$ cat src/rtl/dmem_uart_tx.sv
// dmem_uart_tx: dmem-mapped UART transmitter with a small TX FIFO.
// Register map by I_addr[3:2]: 0 TXDATA (wo), 1 STATUS (ro), 2 BAUDDIV (rw), 3 reserved.
// Define UART_PARITY_EN to add an even-parity bit between DATA and STOP.
module dmem_uart_tx #(
  parameter int CLK_HZ     = 48000000,
  parameter int BAUD       = 115200,
  parameter int FIFO_DEPTH = 8
) (
  input  logic        I_clk,
  input  logic        I_rst,
  input  logic        I_sel,
  input  logic [31:0] I_addr,
  input  logic [31:0] I_data,
  input  logic [3:0]  I_mask,
  input  logic        I_we,
  output logic [31:0] O_data,
  output logic        O_stall,
  output logic        O_tx,
  output logic        O_irq
);

  localparam int          PW      = $clog2(FIFO_DEPTH);
  localparam logic [15:0] DIV0    = 16'(CLK_HZ / BAUD);
  localparam logic [PW:0] PTR_ONE = (PW + 1)'(1);

  typedef enum logic [2:0] {
    ST_IDLE,
    ST_START,
    ST_DATA,
`ifdef UART_PARITY_EN
    ST_PARITY,
`endif
    ST_STOP
  } state_t;

  state_t state_q, state_d;

  logic [7:0]  mem [FIFO_DEPTH];
  logic [PW:0] wr_ptr, rd_ptr, level;
  logic        full, empty, push, pop, wr_acc;
  logic [7:0]  head;
  logic [15:0] div_q, div_new;
  logic [15:0] baud_cnt;
  logic [2:0]  bit_cnt;
  logic [7:0]  shreg;
  logic        bit_end, busy;
  logic [3:0]  lvl4;
`ifdef UART_PARITY_EN
  logic        parity_q;
`endif

  logic unused_bits;
  assign unused_bits = &{1'b0, I_addr[31:4], I_addr[1:0], I_data[31:16], I_mask[3:2]};

  assign empty   = (wr_ptr == rd_ptr);
  assign full    = (wr_ptr[PW] != rd_ptr[PW]) && (wr_ptr[PW-1:0] == rd_ptr[PW-1:0]);
  assign level   = wr_ptr - rd_ptr;
  assign lvl4    = 4'(level);
  assign head    = mem[rd_ptr[PW-1:0]];
  assign wr_acc  = I_sel && I_we && (I_addr[3:2] == 2'd0) && I_mask[0];
  assign push    = wr_acc && !full;
  assign O_stall = wr_acc && full;
  assign pop     = (state_q == ST_IDLE) && !empty;
  assign bit_end = (baud_cnt == '0);
  assign O_irq   = empty && !busy;

  // FIFO storage (no reset needed; validity tracked by pointers)
  always_ff @(posedge I_clk) begin
    if (push) mem[wr_ptr[PW-1:0]] <= I_data[7:0];
  end

  // FIFO pointers
  always_ff @(posedge I_clk or posedge I_rst) begin
    if (I_rst) begin
      wr_ptr <= '0;
      rd_ptr <= '0;
    end else begin
      if (push) wr_ptr <= wr_ptr + PTR_ONE;
      if (pop)  rd_ptr <= rd_ptr + PTR_ONE;
    end
  end

  // BAUDDIV byte-merge with clamp to a minimum of 2
  always_comb begin
    div_new = {I_mask[1] ? I_data[15:8] : div_q[15:8],
               I_mask[0] ? I_data[7:0]  : div_q[7:0]};
    if (div_new < 16'd2) div_new = 16'd2;
  end

  // BAUDDIV register; counters pick it up at the next bit reload
  always_ff @(posedge I_clk or posedge I_rst) begin
    if (I_rst) div_q <= DIV0;
    else if (I_sel && I_we && (I_addr[3:2] == 2'd2) && (|I_mask[1:0])) div_q <= div_new;
  end

  // FSM state register
  always_ff @(posedge I_clk or posedge I_rst) begin
    if (I_rst) state_q <= ST_IDLE;
    else       state_q <= state_d;
  end

  // FSM next-state logic
  always_comb begin
    state_d = state_q;
    case (state_q)
      ST_IDLE:   if (!empty) state_d = ST_START;
      ST_START:  if (bit_end) state_d = ST_DATA;
`ifdef UART_PARITY_EN
      ST_DATA:   if (bit_end && bit_cnt == 3'd7) state_d = ST_PARITY;
      ST_PARITY: if (bit_end) state_d = ST_STOP;
`else
      ST_DATA:   if (bit_end && bit_cnt == 3'd7) state_d = ST_STOP;
`endif
      ST_STOP:   if (bit_end) state_d = ST_IDLE;
      default:   state_d = ST_IDLE;
    endcase
  end

  // Shifter, bit counter and baud down-counter
  always_ff @(posedge I_clk or posedge I_rst) begin
    if (I_rst) begin
      baud_cnt <= '0;
      bit_cnt  <= '0;
      shreg    <= '0;
`ifdef UART_PARITY_EN
      parity_q <= 1'b0;
`endif
    end else if (pop) begin
      shreg    <= head;
      baud_cnt <= div_q - 16'd1;
      bit_cnt  <= '0;
`ifdef UART_PARITY_EN
      parity_q <= ^head;
`endif
    end else if (state_q != ST_IDLE) begin
      if (bit_end) begin
        baud_cnt <= div_q - 16'd1;
        if (state_q == ST_DATA) begin
          shreg   <= {1'b0, shreg[7:1]};
          bit_cnt <= bit_cnt + 3'd1;
        end
      end else begin
        baud_cnt <= baud_cnt - 16'd1;
      end
    end
  end

  // FSM outputs: line level and busy, decoded from the registered state
  always_comb begin
    O_tx = 1'b1;
    busy = 1'b1;
    case (state_q)
      ST_IDLE:   busy = 1'b0;
      ST_START:  O_tx = 1'b0;
      ST_DATA:   O_tx = shreg[0];
`ifdef UART_PARITY_EN
      ST_PARITY: O_tx = parity_q;
`endif
      default:   O_tx = 1'b1;
    endcase
  end

  // Read data mux
  always_comb begin
    O_data = '0;
    if (I_sel) begin
      case (I_addr[3:2])
        2'd1:    O_data = {24'd0, lvl4, 1'b0, empty, full, busy};
        2'd2:    O_data = {16'd0, div_q};
        default: O_data = '0;
      endcase
    end
  end

endmodule
$ cat config.mk
export PLATFORM = sky130hd
export DESIGN_NAME = dmem_uart_tx
export DESIGN_NICKNAME = d
export VERILOG_FILES = /design/src/rtl/dmem_uart_tx.sv
export SDC_FILE = /design/constraint.sdc
export NUM_CORES = 1
export LEC_CHECK = 0
export ABC_AREA = 1
export CORE_UTILIZATION = 41
export DETAILED_ROUTE_END_ITERATION = 8
export HOLD_SLACK_MARGIN = 0.08
export PLACE_DENSITY = 0.74
export SYNTH_ARGS = -nofsm -noshare
export SYNTH_HDL_FRONTEND = slang
export SYNTH_SLANG_ARGS = --single-unit
export TNS_END_PERCENT = 50
$ cat constraint.sdc
create_clock -name I_clk -period 6.07 [get_ports I_clk]
set_clock_uncertainty 0.05 [all_clocks]
set_input_delay 1.214 -clock I_clk [delete_from_list [all_inputs] [get_ports I_clk]]
set_output_delay 1.214 -clock I_clk [all_outputs]
set_load 0.05 [all_outputs]
==> results of run 1 <==
synth_stat cells:
cell        n  share of area
or3_1       1        0.00096
buf_12      1         0.0031
fa_1        1         0.0031
nor2_1    127          0.073
dfrtp_1    50           0.19
clkbuf_2    2         0.0015
nor3_1      2         0.0015
clkbuf_1    4         0.0023
buf_4      18          0.021
o21bai_1    1         0.0011
o211ai_1    1         0.0011
or2_2       1        0.00096
dfstp_2     3          0.012
inv_1      55          0.032
inv_2       3         0.0017
o211ai_2    3         0.0057
nand2_4     3         0.0052
nand2_2     6         0.0057
ha_1       18          0.034
edfxtp_1   64           0.29
o21ai_1     1        0.00076
nor2_4      2         0.0034
nand3_2     3         0.0046
o221ai_1    1         0.0013
nand2_1   248           0.14
buf_6       4         0.0069
buf_2      16          0.012
nand3_1    56          0.043
a22oi_1     1         0.0011
xor2_1      9          0.012
a21oi_1    10         0.0076
o21ai_0    67          0.051
nor2_2      7         0.0067
xnor2_1     4         0.0054
conb_1      1        0.00057
nand3b_1    5         0.0057
nand4_1     4         0.0038
a31oi_1     1        0.00096
worst max-delay path, stage by stage (launching register included):
cell	delay, ns
dfrtp_1	0.32
buf_4	0.28
inv_1	0.28
ha_1	0.38
nand2_1	0.09
nor2_4	0.13
nand3_1	0.15
inv_1	0.43
clkdlybuf4s50_1	0.91
flip-flops by register name, summed over array words and instances, names as in the netlist:
name and flops:
mem 64, shreg 8, div_q 16, rd_ptr 4
bit_cnt 3, wr_ptr 4, state_q 2, baud_cnt 16
power by group through the flow:
stage,Clock [W],Combinational [W],Sequential (W)
4_1_cts,0.00108,0.000713,0.00102
3_5_place_dp,0,0.000705,0.00103
5_1_grt,0.00112,0.000809,0.00104
3_3_place_gp,0,0.000687,0.00103
2_1_floorplan,0,0.000565,0.00101
6_report,0.00107,0.000712,0.00103
worst min path at each step:
stage | endpoint | slack, ns | startpoint
finish | shreg[6]$_DFFE_PP0P_ | 0.42 | shreg[6]$_DFFE_PP0P_
global route | shreg[5]$_DFFE_PP0P_ | 0.45 | shreg[5]$_DFFE_PP0P_
CTS | shreg[6]$_DFFE_PP0P_ | 0.42 | shreg[6]$_DFFE_PP0P_
detailed placement | shreg[6]$_DFFE_PP0P_ | 0.41 | shreg[6]$_DFFE_PP0P_
global placement | shreg[6]$_DFFE_PP0P_ | 0.41 | shreg[6]$_DFFE_PP0P_
floorplan | shreg[0]$_DFFE_PP0P_ | 0.39 | shreg[0]$_DFFE_PP0P_
routing by layer:
metal  track usage  wire (um)
met3        0.0383        682
met5             0          0
met4        0.0754        259
met2         0.295       6670
met1         0.251       6820
stage by stage:
step / utilization / total power (W) / instance area, um2
floorplan: - / 0.00158 / 6600
global placement: 0.456 / 0.00172 / 7010
detailed placement: 0.456 / 0.00174 / 7010
CTS: 0.497 / 0.00281 / 7640
global route: 0.497 / 0.00296 / 7640
finish: 0.497 / 0.00281 / 7640
logic make-up after synthesis:
| logic type | count (synthesis) | share of synthesized area |
|---|---|---|
| AO/OA/AOI/OAI | 86 | 0.0711 |
| AND/OR/NAND/NOR | 465 | 0.297 |
| buffers and inverters | 103 | 0.0799 |
| XOR/XNOR | 13 | 0.0174 |
| adder cells (fa/ha/maj) | 19 | 0.0375 |
| other | 1 | 0.000573 |
| flip-flops | 117 | 0.497 |
area by class of cell:
type	instances	area, um2
tap	211	264
clock buffer	21	460
sequential	117	3250
timing repair buffer	46	450
inverter	58	218
clock inverter	11	171
multi-input combinational	599	2830
fill	1414	7730
==> results.toml, run 1 <==
[synth]
postSynthCellCount = 804
syn-cell-area_um2 = 6540
yosysSeqAreaShare = 0.497
synth.distinct_cells = 38
ys_warn_count = 0
syn_area_per_cell_um2 = 8.14
synth_seq_cells = 117

[route]
drc_errors = 0
vias = 5273
ant_nets = 0
drt-total-wl_mm = 14.4
drt_pre_antenna_iters = 5
wl_per_cell_um = 13.6
drtIter0Drc = 414
vias_per_cell = 4.96

[sta]
timing.hold.ws_ns = 0.420
hold_violations = 0
fin_tns_setup_ns = 0
finalCriticalPeriod_ns = 4.66
fin_ws_ns = 1.41
timing.final.crit_share = 0.768
worstMarginPinSlew_ns = 0.986
rsz0062_at_grt = "false"
max_freq_mhz = 215
relSlewSlack = 0.342
setup_viol = 0
maxSlewViolCount = 0

[global_routing]
grt_use_total = 0.186
grt.overflow.total = 0
grt_pass1_wl_mm = 23.8
antenna_found_initial = 0
grt_pass1_vias = 4972
grt_max_degree = 54

[cts]
clockBufferDepth = 2
clkTransAtPathRegs_ns = 0.06
cts_tree = "done"
cts_resized = 0
clk-insertion-delay-late_ns = 0.42
cts_setup_buffers = 0
cts_buffers = 17
hold_buffers = 0
root_buffer = "clkbuf_16"
cts-htree-levels = 4
clock-sinks = 117

[floorplan]
start_util = 0.426
die_y_um = 128
rows = 45
die_area_um2 = 16500
die_w_um = 128
ios = 107
core_um2 = 15400

[status]
outcome = "finished, final reports clean"

[setup_path]
worst_setup_path_start_kind = "register"
arrival_ns = 3.40
required_ns = 4.81
crit_start = "rd_ptr[1]$_DFFE_PP0P_"
cp-endpoint = "O_irq"
critPathKind = "register to primary output"
worstSetupEndpointType = "primary output"
crit_path_max_fanout = 26
r2r_cells = 10
timing.rr.start = "rd_ptr[1]$_DFFE_PP0P_"
rr_endpoint = "mem[1][4]$_DFFE_PP_"
r2r_setup_slack_ns = 3.07

[layout]
n_antenna_cell = 0
layout-drive-gt1-share = 0.0763
mostFrequentLayoutCells = "nand2_1 (248), nor2_1 (127), o21ai_0 (67)"
final_nets = 930
layout.cells.non_filler = 1063
area_delta_synth_final_pct = 16.8
final_common_cell = "nand2_1"

[placed_design]
numPortBuffers = 42
dp_slack_ns = 1.52
routabilityCongestion = 0.816
dp_hpwl_mm = 9.65
dp.cells = 1031

[power_and_ir_drop]
power_frac_comb = 0.253
p_int_w = 0.00189
p_seq_frac = 0.365
power_density_nw_per_um2 = 368
p_leak_nw = 3.17
p_clk_frac = 0.382
irDropWorstVdd_mv = 0.245
swShare = 0.328
switchingPower_w = 0.000921

[worst_hold_path]
holdPathStages = 2
worstHoldPathType = "register to register"

[flow_run]
cap_violations = 0
Note: power is estimated with default switching activity, not from simulation.
==> inputs of run 2 (changes only) <==
- PLACE_DENSITY: 0.74 -> 0.76
- clock period: 6.07 -> 4.2 ns (I/O delays scaled with it)
==> run 2 against run 1 <==
Sequential cell count is the same. Setup slack lost 1.2 ns. Clock-buffer cell count shrank 4. Largest cell class unchanged. Largest power group is now registers. Highest routed layer unchanged.
==> results.toml, run 2 (synthesized netlist as in run 1, its figures left out) <==
[setup_path]
rr_endpoint = "mem[1][3]$_DFFE_PP_"
crit_path_max_incr_delay_ns = 0.83
worstPathCellList = "inv_2 > ha_1 > a21oi_1 > nand2_1 > a21oi_1 > o21ai_0 > a21oi_1 > clkdlybuf4s50_1"
r2r_cells = 9
slowest_stage = "clkdlybuf4s50_1"
r2r_setup_slack_ns = 1.32
cp_num_cells = 8
critPathKind = "register to primary output"
worst_setup_path_start_kind = "register"
worstSetupEndpointType = "primary output"
crit_family = "buffers and inverters"
timing.rr.start = "rd_ptr[2]$_DFFE_PP0P_"
cp-endpoint = "O_data[7]"
crit_top_cell = "a21oi_1"
crit_path_max_fanout = 10
arrival_ns = 3.10
required_ns = 3.31
crit_start = "rd_ptr[2]$_DFFE_PP0P_"
crit_buf_inv = 2

[cts]
clk-insertion-delay-late_ns = 0.41
cts_tree = "done"
root_buffer = "clkbuf_16"
cts-htree-levels = 4
clockBufferDepth = 2
clock-sinks = 117
clkTransAtPathRegs_ns = 0.05
cts_resized = 0
hold_buffers = 0
cts_setup_buffers = 0
cts_buffers = 17

[layout]
final_nets = 934
final_common_cell = "nand2_1"
n_antenna_cell = 0
layout-drive-gt1-share = 0.0853
mostFrequentLayoutCells = "nand2_1 (248), nor2_1 (127), o21ai_0 (67)"
fillers = 1366
largest_register_ffs = 64
area_delta_synth_final_pct = 16.9
final_area_um2 = 7650

[route]
wl_per_cell_um = 13.7
drt_pre_antenna_iters = 5
drtIter0Drc = 431
ant_nets = 0
drt-total-wl_mm = 14.6
drc_errors = 0
vias = 5331
vias_per_cell = 5.00

[floorplan]
die_area_um2 = 16500
ios = 107
die_w_um = 128
rows = 45
start_util = 0.426
die_y_um = 128
core_um2 = 15400

[status]
outcome = "finished, final reports clean"

[flow_run]
cap_violations = 0

[power_and_ir_drop]
swShare = 0.338
p_clk_frac = 0.369
finalPower_w = 0.00399
irDropWorstVdd_mv = 0.273
power_frac_comb = 0.260
p_int_w = 0.00264
switchingPower_w = 0.00135
power_density_nw_per_um2 = 521
p_seq_frac = 0.372
p_leak_nw = 3.18

[sta]
hold_violations = 0
maxSlewViolCount = 0
setup_viol = 0
max_freq_mhz = 251
fin_tns_setup_ns = 0
finalCriticalPeriod_ns = 3.99
rsz0062_at_grt = "false"
relSlewSlack = 0.356
worstMarginPinSlew_ns = 0.964
timing.final.crit_share = 0.949

[global_routing]
grt_max_degree = 36
grt_pass1_vias = 5038
antenna_found_initial = 0
grt.overflow.total = 0
grt_use_total = 0.189
grt_pass1_wl_mm = 24.3

[placed_design]
dp_hpwl_mm = 9.95
routabilityCongestion = 0.837
place_area_um2 = 7050
numPortBuffers = 42

[worst_hold_path]
worstHoldPathType = "register to register"
run 2: cell types whose count changed in the layout (fill, tap and decap cells not counted):
cell             change
bufinv_16            -1
clkdlybuf4s50_1      -1
clkbuf_8             -2
clkbuf_1             -2
clkinv_1             -1
buf_12               +1
clkinvlp_4           +1
clkinv_4             +2
clkinv_2             +3
buf_4                +4
run 2: worst min-delay path by stage:
| stage | startpoint | to | slack (ns) | cells after the start |
|---|---|---|---|---|
| 4_1_cts | shreg[5]$_DFFE_PP0P_ | shreg[5]$_DFFE_PP0P_ | 0.43 | 2 |
| 6_report | shreg[5]$_DFFE_PP0P_ | shreg[5]$_DFFE_PP0P_ | 0.42 | 2 |
| 3_3_place_gp | shreg[4]$_DFFE_PP0P_ | shreg[4]$_DFFE_PP0P_ | 0.41 | 2 |
| 5_1_grt | shreg[7]$_DFFE_PP0P_ | shreg[7]$_DFFE_PP0P_ | 0.45 | 2 |
| 3_5_place_dp | shreg[2]$_DFFE_PP0P_ | shreg[2]$_DFFE_PP0P_ | 0.41 | 2 |
| 2_1_floorplan | shreg[0]$_DFFE_PP0P_ | shreg[0]$_DFFE_PP0P_ | 0.39 | 2 |
run 2: tightest hold or removal path: cells and delay by family, from the launching register on:
| kind | cells | cell delay, ns |
|---|---|---|
| flops | 1 | 0.34 |
| simple gates | 2 | 0.10 |
run 2: per-stage QoR:
stage          hold slack [ns]   util  cells  worst slack [ns]
2_1_floorplan            0.392      -    819              1.09
3_3_place_gp             0.406  0.459   1035             0.370
3_5_place_dp             0.411  0.459   1035             0.359
4_1_cts                  0.427  0.498   1067             0.223
5_1_grt                  0.446  0.498   1067            0.0603
6_report                 0.420  0.498   1067             0.212
run 2: layout make-up:
| cell class | count | area [um2] | area share |
|---|---|---|---|
| clock inverters | 15 | 178 | 0.0232 |
| flip-flops and latches | 117 | 3250 | 0.425 |
| inverters | 58 | 218 | 0.0284 |
| repair buffers | 50 | 490 | 0.0641 |
| well taps | 211 | 264 | 0.0345 |
| clock buffers | 17 | 425 | 0.0556 |
| multi-input cells | 599 | 2830 | 0.369 |
run 2: power by group through the flow:
stage | logic [W] | registers [W] | clock network (W)
floorplan | 0.000817 | 0.00146 | 0
global placement | 0.000986 | 0.00150 | 0
detailed placement | 0.00102 | 0.00150 | 0
CTS | 0.00104 | 0.00148 | 0.00148
global route | 0.00118 | 0.00150 | 0.00153
finish | 0.00104 | 0.00148 | 0.00147
run 2: layer usage:
layer	vias up	part of all wire	global-route usage
li1	2647	-	-
met1	2506	0.45	0.258
met2	161	0.48	0.304
met3	17	0.060	0.0324
met4	0	0.013	0.0685
met5	-	0	0
==> patch 1: new RTL, settings of run 2 <==
Make the reset (`I_rst`) synchronous in 4 clocked blocks.
--- a/src/rtl/dmem_uart_tx.sv
+++ b/src/rtl/dmem_uart_tx.sv
@@ -71,5 +71,5 @@
 
   // FIFO pointers
-  always_ff @(posedge I_clk or posedge I_rst) begin
+  always_ff @(posedge I_clk) begin
     if (I_rst) begin
       wr_ptr <= '0;
@@ -89,5 +89,5 @@
 
   // BAUDDIV register; counters pick it up at the next bit reload
-  always_ff @(posedge I_clk or posedge I_rst) begin
+  always_ff @(posedge I_clk) begin
     if (I_rst) div_q <= DIV0;
     else if (I_sel && I_we && (I_addr[3:2] == 2'd2) && (|I_mask[1:0])) div_q <= div_new;
@@ -95,5 +95,5 @@
 
   // FSM state register
-  always_ff @(posedge I_clk or posedge I_rst) begin
+  always_ff @(posedge I_clk) begin
     if (I_rst) state_q <= ST_IDLE;
     else       state_q <= state_d;
@@ -118,5 +118,5 @@
 
   // Shifter, bit counter and baud down-counter
-  always_ff @(posedge I_clk or posedge I_rst) begin
+  always_ff @(posedge I_clk) begin
     if (I_rst) begin
       baud_cnt <= '0;
Check against the original RTL: differs if I_rst is asserted again (counterexample within 4 cycles, from zero or initial values and one cycle with I_rst high); with I_rst held inactive, the same outputs for 4 cycles.
==> patch 1 against run 2 <==
Sequential cell count grew 3. Wire length grew 2.3%. Design area shrank 0.62%. Core utilization shrank 0.13 points. Power grew 14%. Setup slack gained 130 ps. Synthesized area shrank 0.82%.
==> patch 1: results (changes against run 2) <==
Synth top cells by count=nor2_1, nand2_1, o21ai_0 (was nand2_1, nor2_1, o21ai_0); FF-to-FF path depth=6 (was 9); Seq area share=40.01% (was 42.50%); GRT Overall Usage=19.28% (was 18.92%); post-route cell area=7605 um2 (was 7652 um2); r2r setup slk=1610 ps (was 1320 ps); Worst Hold Slack=432.3 ps (was 420.3 ps); placed insts=1,062 (was 1,035); vias per cell=5.069 (was 4.996); Clock buf/inv share=7.897% (was 7.881%); worst vdd ir=0.2517 mV (was 0.2728 mV); clock sinks=120 (was 117); largest net degree at the start of global routing=36 (unchanged); #MultiIn Comb=616 (was 599); first-pass GRT wire length=24.36 mm (was 24.34 mm); Worst EP arrival=2970 ps (was 3100 ps); Detailed Place HPWL=10.52 mm (was 9.950 mm); Non-clock buffers=51 (was 50); sequential share of power=32.5% (was 37.2%); post-synthesis cell type count=39 (was 38); Initial Utilization=42.38% (was 42.57%); relative slew slack=42.30% (was 35.63%); initial DRC count=440 (was 431); placed cell area=7004 um2 (was 7049 um2); XOR/XNOR Fraction of Synth Area=1.215% (was 1.740%); FFs w/ async S/R, synth=0% (was 45.30%); CP peak stage delay=850 ps (was 830 ps); WL final=14.94 mm (was 14.60 mm); static leakage=3.067 nW (was 3.182 nW); multi-input gate share of total cell area=39.11% (was 36.92%); via count=5,545 (was 5,331); buffering overhead=6.351% (was 6.409%); Internal Pwr Total=2.809 mW (was 2.640 mW); Mapped Cells=832 (was 804); Fillers=1,419 (was 1,366); R2R Path Start=wr_ptr[1]$_SDFFE_PP0P_ (was rd_ptr[2]$_DFFE_PP0P_); share of cells above drive strength 1=7.701% (was 8.528%); critical path peak fanout=7 (was 10); worst hold endpoint=bit_cnt[0]$_SDFFE_PP0P_ (was shreg[5]$_DFFE_PP0P_); status=finished, final reports clean (unchanged); Synth Area in Compound Gates=11.70% (was 7.113%); Synth Area in Adders=3.586% (was 3.748%); vias in the first global route=5,048 (was 5,038); Seq/Total Area, Yosys=46.89% (was 49.69%); # clk buffers=18 (was 17); nets=960 (was 934); routability congestion estimate=0.9019 (was 0.8367); reg2reg end=mem[2][6]$_DFFE_PP_ (was mem[1][3]$_DFFE_PP_)
[patch 1: critical path: cells and delay by family]
family / cells / cell delay (ps)
buf+inv: 3 / 1390
compound gates: 1 / 280
simple gates: 1 / 180
fa+ha+maj: 1 / 270
[patch 1: routing by layer]
layer | share of wire (%) | vias to the layer above | track usage [%] | wire, um
li1 | - | 2788 | - | -
met1 | 46 | 2537 | 25.07 | 6854
met2 | 46 | 192 | 30.88 | 6926
met3 | 5.6 | 28 | 5.175 | 835
met4 | 2.1 | 0 | 6.851 | 321
met5 | 0 | - | 0 | 0
[patch 1: how the worst max path moves through the flow]
stage | startpoint | to | slack, ps
6_report | I_addr[2] | O_data[2] | 340
5_1_grt | I_addr[2] | O_data[12] | 270
4_1_cts | I_addr[2] | O_data[2] | 340
3_5_place_dp | I_addr[2] | O_data[2] | 340
3_3_place_gp | I_addr[2] | O_data[2] | 350
2_1_floorplan | I_addr[2] | O_stall | 690
==> patch 2: new RTL, config.mk and constraints of run 2 <==
Without the edit above. Add a define of `UART_PARITY_EN`.
--- a/src/rtl/dmem_uart_tx.sv
+++ b/src/rtl/dmem_uart_tx.sv
@@ -2,4 +2,6 @@
 // Register map by I_addr[3:2]: 0 TXDATA (wo), 1 STATUS (ro), 2 BAUDDIV (rw), 3 reserved.
 // Define UART_PARITY_EN to add an even-parity bit between DATA and STOP.
+`define UART_PARITY_EN
+
 module dmem_uart_tx #(
   parameter int CLK_HZ     = 48000000,
Formal check against the unedited RTL: no difference found for any inputs over 4 cycles, from zero or initial values and one cycle with I_rst high; that may be too few to reach the edited logic, so the function may still have changed.
==> patch 2 against run 2 <==
Via count grew 5.2%. Largest cell class unchanged. Design area up 3.4%. Power decreased by 15%. Sequential cell count up 2. Wire length is 1.7% higher. Core utilization decreased by 1.7 points. Fmax rose by 4.8%. Highest routed layer unchanged. Setup slack better by 180 ps. Synthesized area is 5.2% higher. Combinational power is 40% lower.
==> patch 2: results (changes against run 2) <==
GRT Overall Usage=17.87% (was 18.92%); r2r setup slk=1370 ps (was 1320 ps); Reg clk slew, reported paths=60 ps; Detailed Place HPWL=10.33 mm (was 9.950 mm); TritonCTS Buffers=17 (unchanged); share of cells above drive strength 1=8.840% (was 8.528%); largest net degree at the start of global routing=36 (unchanged); XOR/XNOR Fraction of Synth Area=2.526% (was 1.740%); crit path max-delay cell type=clkdlybuf4s50_1 (unchanged); DR WL/cell=13.20 um (was 13.69 um); first-pass GRT wire length=24.79 mm (was 24.34 mm); Post-DRT Antenna Nets=0 (unchanged); Worst EP arrival=2920 ps (was 3100 ps); clk_lat worst skew=430 ps (was 410 ps); worst-margin pin slew=841.8 ps (was 964.5 ps); static leakage=3.548 nW (was 3.182 nW); via count=5,609 (was 5,331); initial antenna violation count=0 (unchanged); Longest Clk Path Bufs=2 (unchanged); Synth Area in Adders=2.653% (was 3.748%); Yosys warning total=0 (unchanged); worst vdd ir=0.2615 mV (was 0.2728 mV); First-pass DRT Iterations=5 (unchanged); status=finished, final reports clean (unchanged); synth top area cells=edfxtp_1, dfrtp_1, nand2_1 (unchanged); vias in the first global route=5,215 (was 5,038); Switching Fraction=31.68% (was 33.81%); max FFs per register=64 (unchanged); CP peak stage delay=820 ps; diode count=0 (unchanged); post-synthesis cell type count=48 (was 38); critical path peak fanout=14 (was 10); FFs w/ async S/R, synth=46.22% (was 45.30%); nets=978 (was 934); Max H-tree Level=4 (unchanged); routability congestion estimate=0.8250 (was 0.8367); Post-CTS Resized=0 (unchanged); post-synthesis mux area share=0.1454% (was 0%); Critical Setup Path Class=flop to primary output (unchanged); Synth Area in Compound Gates=8.504% (was 7.113%); Synth top cells by count=nand2_1, inv_1, nand3_1 (was nand2_1, nor2_1, o21ai_0); initial DRC count=390 (was 431); Seq/Total Area, Yosys=47.96% (was 49.69%); PortBufs=42 (unchanged)
patch 2: cell types whose count changed after synthesis, moves of 8 or more:
cell,change
nor3_1,+18
o21ai_0,-19
nand3_1,+23
inv_1,+64
o211ai_1,+11
nor2_1,-80
o21ai_1,+14
buf_2,-8
patch 2: path summary, 6_finish.rpt:
path / start / endpoint / cells past startpoint
max: rd_ptr[2]$_DFFE_PP0P_ / O_data[7] / 8
max reg2reg: rd_ptr[2]$_DFFE_PP0P_ / mem[2][5]$_DFFE_PP_ / 7
max in group asynchronous: I_rst / div_q[8]$_DFFE_PP1P_ / 3
min reg2reg: bit_cnt[2]$_DFFE_PP0P_ / bit_cnt[2]$_DFFE_PP0P_ / 2
min: bit_cnt[2]$_DFFE_PP0P_ / bit_cnt[2]$_DFFE_PP0P_ / 2
min in group asynchronous: I_rst / baud_cnt[10]$_DFFE_PP0P_ / 2
patch 2: per-stage QoR:
stage               hold slack, ps  instance area [um2]  setup WS (ps)  instances  utilization [%]
global route                 461.0                 7911          151.2       1125            48.05
finish                       435.5                 7911          394.9       1125            48.05
CTS                          436.4                 7911          387.4       1125            48.05
global placement             407.6                 7366          463.0       1093            44.73
floorplan                    395.9                 6942          813.8        866                -
detailed placement           422.2                 7366          492.8       1093            44.73
patch 2: layout make-up:
| class | count | area [um2] |
|---|---|---|
| Clock buffer | 18 | 429.2 |
| Clock inverter | 14 | 116.4 |
| Fill cell | 1525 | 8554 |
| Inverter | 130 | 493.0 |
| Multi-Input combinational cell | 575 | 2848 |
| Sequential cell | 119 | 3302 |
| Tap cell | 220 | 275.3 |
| Timing Repair Buffer | 49 | 447.9 |
patch 2: power groups by stage:
stage	Sequential [mW]	Clock, mW	Combinational (mW)
CTS	1.43	1.35	0.625
finish	1.43	1.34	0.626
detailed placement	1.45	0	0.619
global route	1.45	1.40	0.710
global placement	1.45	0	0.604
floorplan	1.43	0	0.494
patch 2: metal layers:
layer,global-route usage (%),share of wire [%]
met3,3.974,5.2
met4,6.202,1.4
met1,23.12,45
met2,29.39,48
met5,0,0
patch 2: worst max-delay path, delay by kind of cell (launching register included):
kind / cells / cell delay (ps)
flip-flops: 1 / 380
adder cells (fa/ha/maj): 1 / 350
buffers and inverters: 3 / 1320
AO/OA/AOI/OAI: 4 / 440
patch 2: cells by family after synthesis:
kind of cell	count (synthesis)
and+or+nand+nor	422
buffers and inverters	172
DFF	119
AOI/OAI and AO/OA	103
xor gates and xnor gates	19
adders and majority gates	14
other	1
muxes	1
